==> config.mk <==
export PLATFORM = sky130hd
export DESIGN_NAME = collapsing_issue_queue
export DESIGN_NICKNAME = d
export VERILOG_FILES = /design/src/rtl/collapsing_issue_queue.sv
export SDC_FILE = /design/constraint.sdc
export NUM_CORES = 1
export LEC_CHECK = 0
export BUFFER_PORTS_ARGS = -buffer_cell sky130_fd_sc_hd__buf_2
export CORE_AREA = 5 5 279 213
export DETAILED_ROUTE_END_ITERATION = 12
export DIE_AREA = 0 0 284 218
export PLACE_DENSITY = 0.7
export SETUP_SLACK_MARGIN = 0.3
export SYNTH_ARGS = -nofsm -noshare
export SYNTH_HDL_FRONTEND = slang
export SYNTH_SLANG_ARGS = --single-unit
==> constraint.sdc <==
create_clock -name clk -period 18.81 [get_ports clk]
set_clock_uncertainty 0.15 [all_clocks]
set_input_delay 2.8215 -clock clk [delete_from_list [all_inputs] [get_ports clk]]
set_output_delay 2.8215 -clock clk [all_outputs]
set_load 0.02 [all_outputs]
==> src/rtl/collapsing_issue_queue.sv <==
// Age-ordered collapsing issue queue: slot index equals age (0 = oldest).
// Survivors compact toward slot 0 each cycle and new micro-ops are appended after them.
module collapsing_issue_queue #(
  parameter int DISPATCH_WIDTH   = 2,
  parameter int ISSUE_WIDTH      = 2,
  parameter int NUM_WAKEUP_PORTS = 2,
  parameter int NUM_ISSUE_SLOTS  = 8,
  parameter int PREG_W           = 7,
  parameter int CTRL_W           = 8
) (
  input  logic                                  clk,
  input  logic                                  reset,
  input  logic                                  flush,
  input  logic [DISPATCH_WIDTH-1:0]             dis_valid,
  output logic                                  dis_ready,
  input  logic [DISPATCH_WIDTH*PREG_W-1:0]      dis_src1,
  input  logic [DISPATCH_WIDTH-1:0]             dis_p1,
  input  logic [DISPATCH_WIDTH-1:0]             dis_v1,
  input  logic [DISPATCH_WIDTH*PREG_W-1:0]      dis_src2,
  input  logic [DISPATCH_WIDTH-1:0]             dis_p2,
  input  logic [DISPATCH_WIDTH-1:0]             dis_v2,
  input  logic [DISPATCH_WIDTH*CTRL_W-1:0]      dis_ctrl,
  input  logic [NUM_WAKEUP_PORTS-1:0]           wk_valid,
  input  logic [NUM_WAKEUP_PORTS*PREG_W-1:0]    wk_pdst,
  input  logic                                  iss_ready,
  output logic [ISSUE_WIDTH-1:0]                iss_valid,
  output logic [ISSUE_WIDTH*PREG_W-1:0]         iss_src1,
  output logic [ISSUE_WIDTH*PREG_W-1:0]         iss_src2,
  output logic [ISSUE_WIDTH*CTRL_W-1:0]         iss_ctrl,
  output logic [$clog2(NUM_ISSUE_SLOTS+1)-1:0]  count
);

  localparam int N     = NUM_ISSUE_SLOTS;
  localparam int IDX_W = (N > 1) ? $clog2(N) : 1;
  localparam int CNT_W = $clog2(N + 1);

  typedef struct packed {
    logic [PREG_W-1:0] src1;
    logic              p1;
    logic              v1;
    logic [PREG_W-1:0] src2;
    logic              p2;
    logic              v2;
    logic [CTRL_W-1:0] ctrl;
  } slot_t;

  slot_t             slot_q [N];
  slot_t             slot_d [N];
  logic [N-1:0]      valid_q, valid_d;
  logic [CNT_W-1:0]  count_q, count_d;

  logic [N-1:0]              rdy;
  logic [N-1:0]              taken;
  logic [N-1:0]              issued;
  logic [ISSUE_WIDTH-1:0]    lane_vld;
  logic [IDX_W-1:0]          lane_idx [ISSUE_WIDTH];
  logic [DISPATCH_WIDTH-1:0] accept;
  logic                      issue_fire;

  function automatic logic wake_hit(input logic [PREG_W-1:0]                 tag,
                                    input logic [NUM_WAKEUP_PORTS-1:0]        vld,
                                    input logic [NUM_WAKEUP_PORTS*PREG_W-1:0] pdst);
    logic hit;
    hit = 1'b0;
    for (int j = 0; j < NUM_WAKEUP_PORTS; j++) begin
      if (vld[j] && (pdst[j*PREG_W +: PREG_W] == tag)) hit = 1'b1;
    end
    return hit;
  endfunction

  // Handshakes: a dispatch lane transfers when dis_valid[i] & dis_ready & !flush;
  // the issue group transfers when iss_valid[k] & iss_ready (iss_valid is 0 during flush).
  assign dis_ready  = (count_q <= CNT_W'(N - DISPATCH_WIDTH));
  assign accept     = dis_valid & {DISPATCH_WIDTH{dis_ready & ~flush}};
  assign issue_fire = iss_ready & ~flush;
  assign issued     = taken & {N{issue_fire}};
  assign count      = count_q;

  always_comb begin
    rdy = '0;
    for (int s = 0; s < N; s++) begin
      rdy[s] = valid_q[s] & (~slot_q[s].v1 | slot_q[s].p1) & (~slot_q[s].v2 | slot_q[s].p2);
    end
  end

  // Lane k claims the lowest-index ready slot not already claimed by a lower lane.
  always_comb begin
    taken = '0;
    for (int k = 0; k < ISSUE_WIDTH; k++) begin
      lane_vld[k] = 1'b0;
      lane_idx[k] = '0;
      for (int s = 0; s < N; s++) begin
        if (!lane_vld[k] && rdy[s] && !taken[s]) begin
          lane_vld[k] = 1'b1;
          lane_idx[k] = s[IDX_W-1:0];
          taken[s]    = 1'b1;
        end
      end
    end
  end

  always_comb begin
    iss_valid = '0;
    iss_src1  = '0;
    iss_src2  = '0;
    iss_ctrl  = '0;
    for (int k = 0; k < ISSUE_WIDTH; k++) begin
      iss_valid[k]                   = lane_vld[k] & ~flush;
      iss_src1[k*PREG_W +: PREG_W]   = slot_q[lane_idx[k]].src1;
      iss_src2[k*PREG_W +: PREG_W]   = slot_q[lane_idx[k]].src2;
      iss_ctrl[k*CTRL_W +: CTRL_W]   = slot_q[lane_idx[k]].ctrl;
    end
  end

  // Compaction: survivors keep age order from slot 0, accepted lanes follow in lane order.
  always_comb begin
    int    w;
    slot_t ns;
    valid_d = '0;
    count_d = '0;
    w       = 0;
    ns      = '0;
    for (int s = 0; s < N; s++) slot_d[s] = slot_q[s];
    for (int s = 0; s < N; s++) begin
      if (valid_q[s] && !issued[s]) begin
        ns    = slot_q[s];
        ns.p1 = slot_q[s].p1 | (slot_q[s].v1 & wake_hit(slot_q[s].src1, wk_valid, wk_pdst));
        ns.p2 = slot_q[s].p2 | (slot_q[s].v2 & wake_hit(slot_q[s].src2, wk_valid, wk_pdst));
        if (w < N) begin
          slot_d[w]  = ns;
          valid_d[w] = 1'b1;
        end
        w = w + 1;
      end
    end
    for (int i = 0; i < DISPATCH_WIDTH; i++) begin
      if (accept[i]) begin
        ns.src1 = dis_src1[i*PREG_W +: PREG_W];
        ns.v1   = dis_v1[i];
        ns.p1   = dis_p1[i] | (dis_v1[i] & wake_hit(ns.src1, wk_valid, wk_pdst));
        ns.src2 = dis_src2[i*PREG_W +: PREG_W];
        ns.v2   = dis_v2[i];
        ns.p2   = dis_p2[i] | (dis_v2[i] & wake_hit(ns.src2, wk_valid, wk_pdst));
        ns.ctrl = dis_ctrl[i*CTRL_W +: CTRL_W];
        if (w < N) begin
          slot_d[w]  = ns;
          valid_d[w] = 1'b1;
        end
        w = w + 1;
      end
    end
    count_d = w[CNT_W-1:0];
    if (flush) begin
      valid_d = '0;
      count_d = '0;
    end
  end

  always_ff @(posedge clk or negedge reset) begin
    if (!reset) begin
      valid_q <= '0;
      count_q <= '0;
    end else begin
      valid_q <= valid_d;
      count_q <= count_d;
    end
  end

  // Payload storage is qualified by valid_q, so it carries no reset.
  always_ff @(posedge clk) begin
    for (int s = 0; s < N; s++) slot_q[s] <= slot_d[s];
  end

endmodule
==> flow_metrics.tcl, run 1 <==
set metrics [dict create \
    yosysTopAreaCellShare 0.223 \
    dpl-instance-area_um2 31100 \
    violations "capacitance limit, slew limit" \
    synth_nets 4074 \
    fin_crit_ns 12.58 \
    nets 3827 \
    worstPathArrival_ns 12.89 \
    synthArstFlopShare 0.0545 \
    power.switching_uw 1320 \
    busiest_layer "met2" \
    status "finished, violations left" \
    switching_share 0.434 \
    diodes 0 \
    cts_tree "built" \
    synth.avg_cell_area_um2 7.69 \
    internal_power_uw 1720 \
    cts-buffers-inserted 27 \
    core_area_um2 56600 \
    syn_to_final_growth_pct 4.46 \
    synth_cells 3989 \
    finalSetupTns_ns 0 \
    met3_usage 0.126 \
    mostFrequentLayoutCells "607 x mux2_2, 530 x nand2_1, 305 x o21ai_0" \
    synth_edf_count 0 \
    dp_slack_ns 5.92 \
    cp_common_cell "ha_1" \
    wl_per_cell_um 28.8 \
    antenna_found_initial 1 \
    hpwl_mm 78.6 \
    critical-path-max-stage-delay_ns 1.10 \
    die-area_um2 61900 \
    setup_ws_ns 6.23 \
    fin_crit_sh 0.669 \
    die_h_um 218 \
    synth_warnings 0 \
    end_kind "flip-flop" \
    timing.slew.headroom -0.0117 \
    hold_viol_final 0 \
    clk_pin_slew_worst_paths_ns 0.06 \
    insertion_delay_ns 0.59 \
    cp.required_ns 19.12 \
    start_util 0.542 \
    slew_violations 16 \
    hold_buffers 0 \
    powerDensity_nw_per_um2 94.7 \
    final_common_cell "mux2_2" \
    final_cells 4504 \
    seqPwrFrac 0.298 \
    dp.cells 4454 \
    synth_top_cell_by_area "mux2_2" \
    grt_max_degree 61 \
    drive_above_1_share 0.261 \
    clock_tree.buffer_depth 3 \
    routed_wirelength_mm 130 \
    hold_ws_ns 0.592 \
    syn_area_um2 30700 \
    grtUsageMet2 0.551 \
    synth.distinct_cells 94 \
    die_w_um 284 \
    yosys_most_used_dff "dfxtp_1" \
    synth_area_leaders "mux2_2 22%, dfxtp_1 14%, mux2i_1 8.5%" \
    grt_pass1_vias 28500 \
    grt_pass1_wl_mm 188 \
    worst-slew-pin-transition_ns 1.50 \
    drc 0 \
    crit_type "primary input to flip-flop" \
    max_freq_mhz 79.5 \
    gp_congestion 1.02 \
    port-buffer-count 124 \
    ys_seq_area_frac 0.146 \
    ir_worst_vdd_mv 0.0828 \
    io_pins 125 \
    ant_nets 0 \
    drt-initial-drc-count 4846 \
    clock_sinks 220 \
    comb_power_share 0.512 \
    rsz0062_at_grt "false" \
    cts-root-buf "clkbuf_16" \
    grt_usage 0.394 \
    overflow 0 \
    slowest_stage "or3_2" \
    htreeDepth 1 \
    met1_usage 0.536 \
    ys_seq_elements 220 \
    max_cap_viol_count 2 \
    critPathMaxFanout 27 \
    setup-violations-final 0 \
    viasPerCell 6.93 \
    leakage_uw 0.0128 \
    row_count 76 \
    p_clk_frac 0.191 \
    vias 31200 \
    hold_class "flip-flop to flip-flop" \
    startpoint_type "primary input" \
    post-route-cell-area_um2 32000 \
    post_cts_buffers 0 \
    cts_resized 0 \
    drt-pass1-iter-count 8 \
]
-- synth_stat cells (all sizes together) (10+ instances only) --
cell / number
a211oi: 89
a21o: 15
a21oi: 113
and3: 12
buf: 155
clkbuf: 321
dfrtp: 12
dfxtp: 208
ha: 10
inv: 24
mux2: 753
mux2i: 264
nand2: 533
nand2b: 18
nand3: 186
nand4: 72
nor2: 295
nor2b: 27
nor3: 28
nor3b: 12
nor4: 29
o211ai: 34
o21ai: 311
o22a: 24
o22ai: 24
o311ai: 24
o31a: 10
xnor2: 183
xor2: 111
-- state kept, by name, indices dropped and copies added (netlist names) --
register,cells
slot_q,208
valid_q,8
count,4
-- layout make-up --
cell class / instances / area [um2]
tap: 741 / 927
clock inverter: 13 / 171
fill: 5246 / 24600
timing repair buffer: 200 / 1190
inverter: 25 / 93.8
multi-input combinational: 3268 / 24400
sequential: 220 / 4460
clock buffer: 37 / 763
-- critical path, delay by kind of cell --
kind | cells | cell delay [ns]
buffers and inverters | 7 | 1.45
AND/OR/NAND/NOR | 6 | 1.77
multiplexers | 3 | 1.38
AO/OA/AOI/OAI | 8 | 2.69
adder cells (fa/ha/maj) | 7 | 2.73
-- power groups by stage --
stage | logic, uW | registers (uW) | clock network (uW)
floorplan | 1340 | 674 | 0
global placement | 1480 | 887 | 0
detailed placement | 1520 | 885 | 0
CTS | 1520 | 875 | 579
global route | 1700 | 904 | 597
finish | 1550 | 903 | 579
-- final timing paths --
check / from / end / slack [ns] / cells after the start
setup / recovery: flush / slot_q[6][20]$_DFF_P_ / 6.23 / 31
hold / removal: count[3]$_DFF_PN0_ / count[0]$_DFF_PN0_ / 0.59 / 4
setup reg to reg: slot_q[0][8]$_DFF_P_ / slot_q[6][20]$_DFF_P_ / 8.01 / 31
hold reg to reg: count[3]$_DFF_PN0_ / count[0]$_DFF_PN0_ / 0.59 / 4
max in group asynchronous: reset / count[3]$_DFF_PN0_ / 16.26 / 1
min in group asynchronous: reset / valid_q[0]$_DFF_PN0_ / 2.00 / 1
-- through the flow --
stage	util	total power (uW)
3_5_place_dp	0.549	2400
3_3_place_gp	0.549	2370
6_report	0.566	3030
4_1_cts	0.566	2980
5_1_grt	0.566	3200
2_1_floorplan	-	2010
-- per-layer routing --
layer	up-vias	wire, um
met5	-	13
met4	2	8430
met3	579	19800
met2	2525	50400
met1	14500	51000
li1	13600	-
-- cells by family (layout without fill, tap and decap cells) --
family / Yosys count / in the layout / synth area share
XOR/XNOR: 299 / 299 / 0.0877
adder cells (fa/ha/maj): 14 / 14 / 0.00575
AO/OA/AOI/OAI: 701 / 701 / 0.142
AND/OR/NAND/NOR: 1237 / 1237 / 0.184
multiplexers: 1017 / 1017 / 0.367
buffers and inverters: 501 / 275 / 0.0669
flip-flops: 220 / 220 / 0.146
Power figures use the tool's default switching activity.
==> run 2: changes to the inputs <==
==> constraint.sdc (replaced) <==
create_clock -name clk -period 12.89 [get_ports clk]
set_clock_uncertainty 0.15 [all_clocks]
set_input_delay 1.9335 -clock clk [delete_from_list [all_inputs] [get_ports clk]]
set_output_delay 1.9335 -clock clk [all_outputs]
set_load 0.02 [all_outputs]
==> run 2 against run 1 <==
  * The run now ends clean
  * Core utilization up 0.064 points
  * Via count up 1.2%
  * Combinational power up 45%
  * Total power up 47%
  * Worst hold slack better by 0.069 ns
  * Count of clock-buffer cells in the layout up 3
  * Routed wire length up 0.82%
  * Cell count unchanged
  * Die area unchanged
  * Critical path depth up 1
  * Clock power up 52%
  * Flip-flop and latch count unchanged
==> flow_metrics.tcl, run 2 (synthesized netlist as in run 1, its figures left out) <==
set metrics [dict create \
    port-buffer-count 124 \
    htreeDepth 1 \
    cts_tree "built" \
    rsz0062_at_grt "false" \
    worst-slew-pin-transition_ns 1.33 \
    cp_common_cell "ha_1" \
    slew_violations 0 \
    mostFrequentLayoutCells "607 x mux2_2, 530 x nand2_1, 305 x o21ai_0" \
    clock_sinks 220 \
    critical-path-max-stage-delay_ns 1.04 \
    final_common_cell "mux2_2" \
    grt_usage 0.395 \
    post_cts_buffers 0 \
    row_count 76 \
    startpoint_type "primary input" \
    hold_class "flip-flop to flip-flop" \
    cp.required_ns 13.22 \
    drt-pass1-iter-count 7 \
    routed_wirelength_mm 131 \
    crit_type "primary input to flip-flop" \
    hpwl_mm 77.6 \
    cts_resized 0 \
    leakage_uw 0.0128 \
    critPathMaxFanout 27 \
    vias 31600 \
    drive_above_1_share 0.260 \
    finalSetupTns_ns 0 \
    cts-root-buf "clkbuf_16" \
    cts-buffers-inserted 28 \
    fin_crit_ns 11.15 \
    io_pins 125 \
    reg2reg_setup_slack_ns 2.62 \
    dr_wl_met3_mm 20.2 \
    worstPathArrival_ns 11.48 \
    slowest_stage "or3_2" \
    die_w_um 284 \
    viasPerCell 7.02 \
    fin_crit_sh 0.865 \
    start_util 0.542 \
    grt_max_degree 67 \
    grt_pass1_wl_mm 189 \
    powerDensity_nw_per_um2 139 \
    overflow 0 \
    antenna_found_initial 3 \
    dp_slack_ns 1.33 \
    setup-violations-final 0 \
    drt-initial-drc-count 5123 \
    timing.slew.headroom 0.112 \
    gp_congestion 1.01 \
    met1_length_mm 50.8 \
    ir_worst_vdd_mv 0.115 \
    max_freq_mhz 89.7 \
    max_cap_viol_count 0 \
    multiInputGateArea_um2 24400 \
    drc 0 \
    setup_ws_ns 1.74 \
    totalPowerFinal_uw 4460 \
    top_register "slot_q" \
    hold_buffers 0 \
    largest_reg_flops 208 \
    clk_pin_slew_worst_paths_ns 0.06 \
    insertion_delay_ns 0.61 \
    core_area_um2 56600 \
    die-area_um2 61900 \
    hold_viol_final 0 \
    top_layer "met5" \
    fillers 5294 \
    grt_pass1_vias 28600 \
    regArea_um2 4460 \
    end_kind "flip-flop" \
    wl_per_cell_um 29.0 \
    die_h_um 218 \
    wl_met2_mm 51.4 \
    ant_nets 0 \
    syn_to_final_growth_pct 4.58 \
    clock_tree.buffer_depth 3 \
    nets 3826 \
    status "finished clean" \
]
[run 2: per-stage QoR]
step | utilization | instances | area, um2 | hold WS (ns)
after CTS | 0.566 | 4502 | 32000 | 0.668
after global placement | 0.549 | 4451 | 31100 | 0.647
after floorplan | - | 3989 | 30700 | 0.676
final | 0.567 | 4504 | 32100 | 0.660
after detailed placement | 0.549 | 4451 | 31100 | 0.659
after global routing | 0.567 | 4504 | 32100 | 0.700
[run 2: path summary, 6_finish.rpt]
kind / from / end / depth (start not counted)
max: flush / slot_q[6][13]$_DFF_P_ / 32
min: count[3]$_DFF_PN0_ / count[0]$_DFF_PN0_ / 4
max in group asynchronous: reset / valid_q[2]$_DFF_PN0_ / 1
min reg2reg: count[3]$_DFF_PN0_ / count[0]$_DFF_PN0_ / 4
min in group asynchronous: reset / valid_q[4]$_DFF_PN0_ / 1
max reg2reg: slot_q[0][8]$_DFF_P_ / slot_q[6][13]$_DFF_P_ / 32
[run 2: cell type report]
type | count | share of cell area
Antenna cell | 1 | 0.0000781
Inverter | 25 | 0.00293
Tap cell | 741 | 0.0289
Timing Repair Buffer | 198 | 0.0369
Clock inverter | 11 | 0.00531
Clock buffer | 40 | 0.0251
Multi-Input combinational cell | 3268 | 0.761
Sequential cell | 220 | 0.139
[run 2: per-layer routing]
layer | global-route usage | vias to the layer above
li1 | - | 13600
met1 | 0.536 | 14600
met2 | 0.555 | 2709
met3 | 0.127 | 619
met4 | 0.214 | 4
met5 | 0 | -
[run 2: worst max-delay path, delay by kind of cell]
family	cells	cell delay, ns
buffers and inverters	8	1.46
AND/OR/NAND/NOR	6	1.66
adder cells (fa/ha/maj)	7	2.67
AO/OA/AOI/OAI	8	2.30
multiplexers	3	1.39
[run 2: power by group]
part | switching [uW] | internal, uW | leakage (uW)
clock | 368 | 513 | 0.000482
sequential | 463 | 862 | 0.00187
combinational | 1100 | 1150 | 0.0104
